==> config.mk <==
export PLATFORM = sky130hd
export DESIGN_NAME = switch_debouncer
export DESIGN_NICKNAME = d
export VERILOG_FILES = /design/src/rtl/switch_debouncer.sv
export SDC_FILE = /design/constraint.sdc
export NUM_CORES = 1
export LEC_CHECK = 0
export CORE_MARGIN = 3
export CORE_UTILIZATION = 50
export CTS_BUF_LIST = sky130_fd_sc_hd__clkbuf_4
export CTS_CLUSTER_DIAMETER = 50
export DETAILED_ROUTE_END_ITERATION = 16
export DONT_BUFFER_PORTS = 1
export GPL_TIMING_DRIVEN = 0
export PLACE_DENSITY = 0.74
export SYNTH_ARGS = -nofsm -noshare
export SYNTH_HDL_FRONTEND = slang
export SYNTH_SLANG_ARGS = --single-unit
==> constraint.sdc <==
create_clock -name sys_clk -period 3.3 [get_ports sys_clk]
set_input_delay 0.66 -clock sys_clk [delete_from_list [all_inputs] [get_ports sys_clk]]
set_output_delay 0.66 -clock sys_clk [all_outputs]
set_load 0.02 [all_outputs]
==> src/rtl/switch_debouncer.sv <==
// switch_debouncer
//   Input conditioner for N_CH mechanical switches / footswitches. Each channel
//   runs a SYNC_STAGES-deep synchroniser, then a counter-based debouncer that
//   only accepts a new level after DEBOUNCE_CYCLES consecutive disagreeing
//   samples. It also produces one-cycle rise/fall pulses and a footswitch-style
//   toggle latch.
// Ports
//   sys_clk    in   1     system clock, rising edge
//   reset      in   1     synchronous reset, active-high
//   sw_in      in   N_CH  raw asynchronous switch pins
//   sw_level   out  N_CH  debounced stable level
//   sw_rise    out  N_CH  one-cycle pulse on accepted 0->1
//   sw_fall    out  N_CH  one-cycle pulse on accepted 1->0
//   sw_toggle  out  N_CH  flips on every accepted rising edge
//   sw_any     out  1     one-cycle pulse when any channel accepts a change

// Per-channel conditioner: synchroniser, debounce counter, edge and toggle regs.
module switch_debounce_ch #(
    parameter int SYNC_STAGES     = 2,
    parameter int DEBOUNCE_CYCLES = 1000,
    parameter bit INIT_VAL        = 1'b0
) (
    input  logic sys_clk,
    input  logic reset,
    input  logic sw_in,
    output logic sw_level,
    output logic sw_rise,
    output logic sw_fall,
    output logic sw_toggle,
    output logic accept      // combinational: level changes at the next edge
);
    localparam int CNT_W = (DEBOUNCE_CYCLES > 1) ? $clog2(DEBOUNCE_CYCLES) : 1;
    localparam logic [CNT_W-1:0] CNT_MAX = CNT_W'(DEBOUNCE_CYCLES - 1);

    logic [SYNC_STAGES-1:0] sync_r;
    logic [CNT_W-1:0]       cnt;
    logic                   sync_q;
    logic                   mismatch;

    assign sync_q   = sync_r[SYNC_STAGES-1];
    assign mismatch = sync_q ^ sw_level;
    // With DEBOUNCE_CYCLES == 1 the counter sits at 0 == CNT_MAX, so any
    // mismatch is accepted straight away.
    assign accept   = mismatch && (cnt == CNT_MAX);

    always_ff @(posedge sys_clk) begin
        if (reset) begin
            sync_r    <= {SYNC_STAGES{INIT_VAL}};
            cnt       <= '0;
            sw_level  <= INIT_VAL;
            sw_toggle <= INIT_VAL;
            sw_rise   <= 1'b0;
            sw_fall   <= 1'b0;
        end else begin
            sync_r  <= {sync_r[SYNC_STAGES-2:0], sw_in};
            sw_rise <= accept &  sync_q;
            sw_fall <= accept & ~sync_q;
            if (accept) begin
                sw_level <= sync_q;
                cnt      <= '0;
            end else if (mismatch) begin
                cnt <= cnt + 1'b1;
            end else begin
                // Any sample back at the current level forfeits the run.
                cnt <= '0;
            end
            if (accept && sync_q)
                sw_toggle <= ~sw_toggle;
        end
    end
endmodule

module switch_debouncer #(
    parameter int N_CH            = 4,
    parameter int SYNC_STAGES     = 2,
    parameter int DEBOUNCE_CYCLES = 1000,
    parameter bit INIT_VAL        = 1'b0
) (
    input  logic            sys_clk,
    input  logic            reset,
    input  logic [N_CH-1:0] sw_in,
    output logic [N_CH-1:0] sw_level,
    output logic [N_CH-1:0] sw_rise,
    output logic [N_CH-1:0] sw_fall,
    output logic [N_CH-1:0] sw_toggle,
    output logic            sw_any
);
    logic [N_CH-1:0] accept_v;

    for (genvar i = 0; i < N_CH; i++) begin : g_ch
        switch_debounce_ch #(
            .SYNC_STAGES    (SYNC_STAGES),
            .DEBOUNCE_CYCLES(DEBOUNCE_CYCLES),
            .INIT_VAL       (INIT_VAL)
        ) u_ch (
            .sys_clk  (sys_clk),
            .reset    (reset),
            .sw_in    (sw_in[i]),
            .sw_level (sw_level[i]),
            .sw_rise  (sw_rise[i]),
            .sw_fall  (sw_fall[i]),
            .sw_toggle(sw_toggle[i]),
            .accept   (accept_v[i])
        );
    end

    // Registered from the pre-edge accept terms so it lines up with the
    // per-channel pulses and stays a single cycle however many channels fire.
    always_ff @(posedge sys_clk) begin
        if (reset)
            sw_any <= 1'b0;
        else
            sw_any <= |accept_v;
    end
endmodule

# Word level (Yosys, flattened, before mapping)
# Cells that the tools add are included.
[totals]
register_bits = 65
out_inout_bits = 17
in_bits = 6
wordCells = 70
[classes]
n_addsub = 4
n_eq_ne = 4
n_reduce_logical = 13
bitwise_logic = 24
[ops]
columns = ["operator", "count"]
rows = [
  ["10-bit by 1-bit adder with 10-bit output (second input constant)", 4],
  ["10-bit equality test (second input constant)", 4],
  ["1-bit NOT", 12],
  ["3-bit OR reduction", 4],
  ["1-bit bitwise AND", 8],
  ["1-bit logical AND", 8],
  ["4-bit OR reduction", 1],
  ["1-bit XOR", 4],
]

# Longest topological paths before layout
[depth]
word_depth = 3
ltp_mapped = 6
mapped_depth_nobuf = 5

# Hierarchy
# Synthesis repeated with hierarchy kept, for this count alone.
[hier_totals]
cells_unflattened = 275
hier_area_um2 = 2677.6
[by_module_without_submodules]
columns = ["module", "cells_each", "area_per_inst_um2", "seq_area_each_um2", "instances"]
rows = [
  ["switch_debounce_ch", 68, 661.9, 320.3, 4],
  ["switch_debouncer", 3, 30.0, 20.0, 1],
]

# Worst setup path before layout
# OpenSTA, ideal clock, no wires.
[synth_path]
kind = "reg-to-reg"
from = "reg g_ch[1].u_ch.cnt[0]"
to = "reg g_ch[1].u_ch.sw_toggle"
n_path_buf = 1
stages_incl_launch_ff = 7
period_less_slack_ns = 1.749
required_time_ns = 3.229
setup_ns = 0.071
arrival_time_ns = 1.678
slack_ns = 1.551
path_cell_list = "dfxtp_1 > ha_1 > nand2_1 > or4_1 > buf_2 > or3_1 > a21oi_1"
[synth_between]
elab_chain_len = 3
[synth_lines]
columns = ["element", "line", "rtl"]
rows = [
  ["start: declaration", "36", "logic [CNT_W-1:0] cnt;"],
  ["start signal: assignment", "62", "cnt <= cnt + 1'b1;"],
  ["10-bit equality test", "44", "assign accept = mismatch && (cnt == CNT_MAX);"],
  ["1-bit logical AND", "44", ""],
  ["1-bit logical AND", "67", "if (accept && sync_q)"],
  ["end signal: assignment", "68", "sw_toggle <= ~sw_toggle;"],
  ["end: declaration", "29", "output logic sw_toggle,"],
]
# Every way passes these cells.
# A chain may end at the register's enable or synchronous reset.

# Final worst setup path
[layout_path]
from = "reg g_ch[3].u_ch.cnt[0]"
to = "reg g_ch[3].u_ch.cnt[3]"
[layout_between]
elab_chain_len = 3
word_cells_on_any_way = 4
classes_between = "1 x add/sub; 1 x eq/ne; 2 x reduce/logical"
[layout_lines]
columns = ["element", "line"]
rows = [
  ["start: declaration", "36"],
  ["start signal: assignment", "62"],
  ["branches (longest 3 deep; another with 10-bit by 1-bit adder with 10-bit output)", "n/a"],
]
# Several ways; the timed one is not identified.

==> flow_summary.yaml <==
drt:
  drc: 0
  dr.pass1.iters: 6
  wire_per_inst_um: 11.5
  vias: 1843
  routed_wl_um: 4260
  via_per_inst: 4.98
  final_antenna_net_count: 0
  drt_iter0_drc: 94
timing:
  tightestPinTransition_ns: 1.15
  skew_ns: 0.00507
  timing.final.crit_share_pct: 62.0
  final_hold_viol_count: 0
  post-route-min-period_ns: 2.05
  setup_viol: 0
  slew_violations: 0
  rsz0062_at_grt: "false"
  slew_headroom_pct: 22.0
  clock.fmax_mhz: 489
  setup_tns_ns: 0
floorplanning:
  initial_core_util_pct: 53.6
  io_pins: 23
  die_h_um: 78.4
  rows: 25
  dieWidth_um: 78.4
  dieArea_um2: 6140
  core-area_um2: 4880
setup_path:
  reg2reg_from: "g_ch[3].u_ch.cnt[0]"
  regToRegEndpoint: "g_ch[3].u_ch.cnt[3]"
  worstSetupPathType: "flip-flop to flip-flop"
  worst_r2r_path_depth: 4
  cp-endpoint: "g_ch[3].u_ch.cnt[3]"
  path_max_fanout: 10
  critical_path.startpoint: "g_ch[3].u_ch.cnt[0]"
  crit_required_ns: 3.54
  arrival_ns: 2.29
  end_kind: "flip-flop"
  rrSetupSlack_ns: 1.25
  crit_path_start_kind: "flip-flop"
layout:
  final_common_cell: "dfxtp_1"
  fin_area_um2: 2820
  diodes: 0
  drive_gt1_share_pct: 11.2
  area_growth_pct: 7.89
  final_cell_mix: "65 x dfxtp_1, 40 x nor2_1, 21 x xnor2_1, 20 x nor3_1, 18 x nand2_1"
  fillers: 474
  num-nets-final: 309
synth:
  synth-seq-cells: 65
  syn_area_per_cell_um2: 9.09
  synthesis.nets: 298
  syn_area_um2: 2620
  synth_top_flop_cell: "dfxtp_1"
  async_reset_ff_share_pct: 0
  postSynthCellCount: 288
  yosys.cell_types.count: 35
  synth_edf_count: 0
  ys_warn_count: 0
  synth-seq-area-share_pct: 49.7
global_route:
  grt_max_degree: 11
  grt.overflow.total: 0
  grt_antenna_before_repair: 0
  track_usage_pct: 15.5
  grt_pass1_wl_um: 7300
  grt_pass1_vias: 1662
pwr:
  power_density_nw_per_um2: 465
  p_leak_uw: 0.000941
  ir_worst_vdd_uv: 282
  finalPower_uw: 1310
run_status:
  outcome: "completed"
placement:
  dpl.hpwl_um: 2990
  portBuffers: 0
  placed_cell_area_um2: 2700
  place.gp.congestion: 0.762
clocking:
  cts_tree: "done"
  clockRootBuffer: "clkbuf_4"
  hold_buffers: 0
  ctsResizeCount: 0
  cts.htree.levels: 3
  clkLatencyLatePin_ns: 0.39
  cts_sinks: 65
  cts_made_buffers: 9
  cts_buffer_depth: 2
  post_cts_buffers: 0
  path_clk_slew_ns: 0.10
worst_hold_path:
  hold_class: "input port to flip-flop"
  holdCritStartpoint: "sw_in[3]"
run:
  maxCapViolCount: 0
==> registers in the layout (all words and copies together) (netlist names) <==
name,flops
g_ch.u_ch.sw_rise,4
g_ch.u_ch.sync_r,8
sw_any,1
g_ch.u_ch.sw_toggle,4
g_ch.u_ch.cnt,40
g_ch.u_ch.sw_level,4
g_ch.u_ch.sw_fall,4
==> stage by stage <==
stage | worst slack, ns | hold slack, ns | utilization [%] | std cells
2_1_floorplan | 1.55 | 0.414 | - | 288
3_3_place_gp | 1.28 | 0.419 | 55.4 | 355
3_5_place_dp | 1.25 | 0.421 | 55.4 | 355
4_1_cts | 1.24 | 0.359 | 57.9 | 370
5_1_grt | 1.07 | 0.346 | 57.9 | 370
6_report | 1.25 | 0.383 | 57.9 | 370
==> worst max-delay path: stages, from the launching register on <==
cell and delay (ns):
dfxtp_1 0.36, ha_1 0.25, nand4bb_1 0.16, o311ai_1 0.99
nor2_1 0.13
==> layout make-up <==
cell class	instances	area, µm²	share of cell area (%)
clock buffer	10	75.1	2.66
sequential	65	1300	46.1
inverter	12	45.0	1.60
clock inverter	5	47.5	1.68
buffer	22	144	5.10
tap	67	83.8	2.97
multi-input combinational	189	1130	39.9
==> worst min path at each step <==
stage,to,slack [ns],cells past startpoint
after floorplan,g_ch[0].u_ch.sync_r[1],0.41,1
after global placement,g_ch[3].u_ch.sync_r[1],0.42,1
after detailed placement,g_ch[2].u_ch.sync_r[1],0.42,1
after CTS,g_ch[3].u_ch.sync_r[0],0.36,1
after global routing,g_ch[1].u_ch.sync_r[0],0.35,1
final,g_ch[3].u_ch.sync_r[0],0.38,1
==> report_power, final <==
group / switching (µW) / internal (µW) / total [µW]
clock: 270 / 228 / 498
sequential: 4.20 / 790 / 794
combinational: 13.0 / 7.33 / 20.3
total: 287 / 1030 / 1310
==> kinds of logic after synthesis <==
kind of cell               Yosys count  synth area share (%)
DFF                                 65                  49.7
xor gates and xnor gates            30                  10.0
AOI/OAI and AO/OA                   24                  5.40
adders and majority gates            4                  1.91
and+or+nand+nor                    127                  24.1
buffers and inverters               34                  7.22
muxes                                4                  1.58
==> cell usage after synthesis, types with 2 or more instances <==
library cell	number	area, µm²
dfxtp_1	65	1300
nor2_1	40	150
xnor2_1	21	184
nor3_1	20	100
nand2_1	18	67.6
buf_4	16	120
nand3_1	14	70.1
inv_1	12	45.0
a21oi_1	10	50.1
nor2b_1	9	56.3
o21ai_0	9	45.0
or3_1	9	56.3
xor2_1	9	78.8
ha_1	4	50.1
clkbuf_1	3	11.3
mux2i_1	3	30.0
a311o_1	2	20.0
and3_1	2	12.5
buf_1	2	7.51
nand4_1	2	12.5
nand4b_1	2	17.5
nor4bb_1	2	20.0
or2_2	2	12.5
==> metal layers <==
layer  vias up  GRT usage (%)  part of all wire (%)
li1        973              -                     -
met2        29           23.0                    42
met1       830           19.4                    51
met4         0           11.0                   2.6
met3        11           4.24                   3.9
met5         -              0                     0
Note: power is estimated with default switching activity, not from simulation.
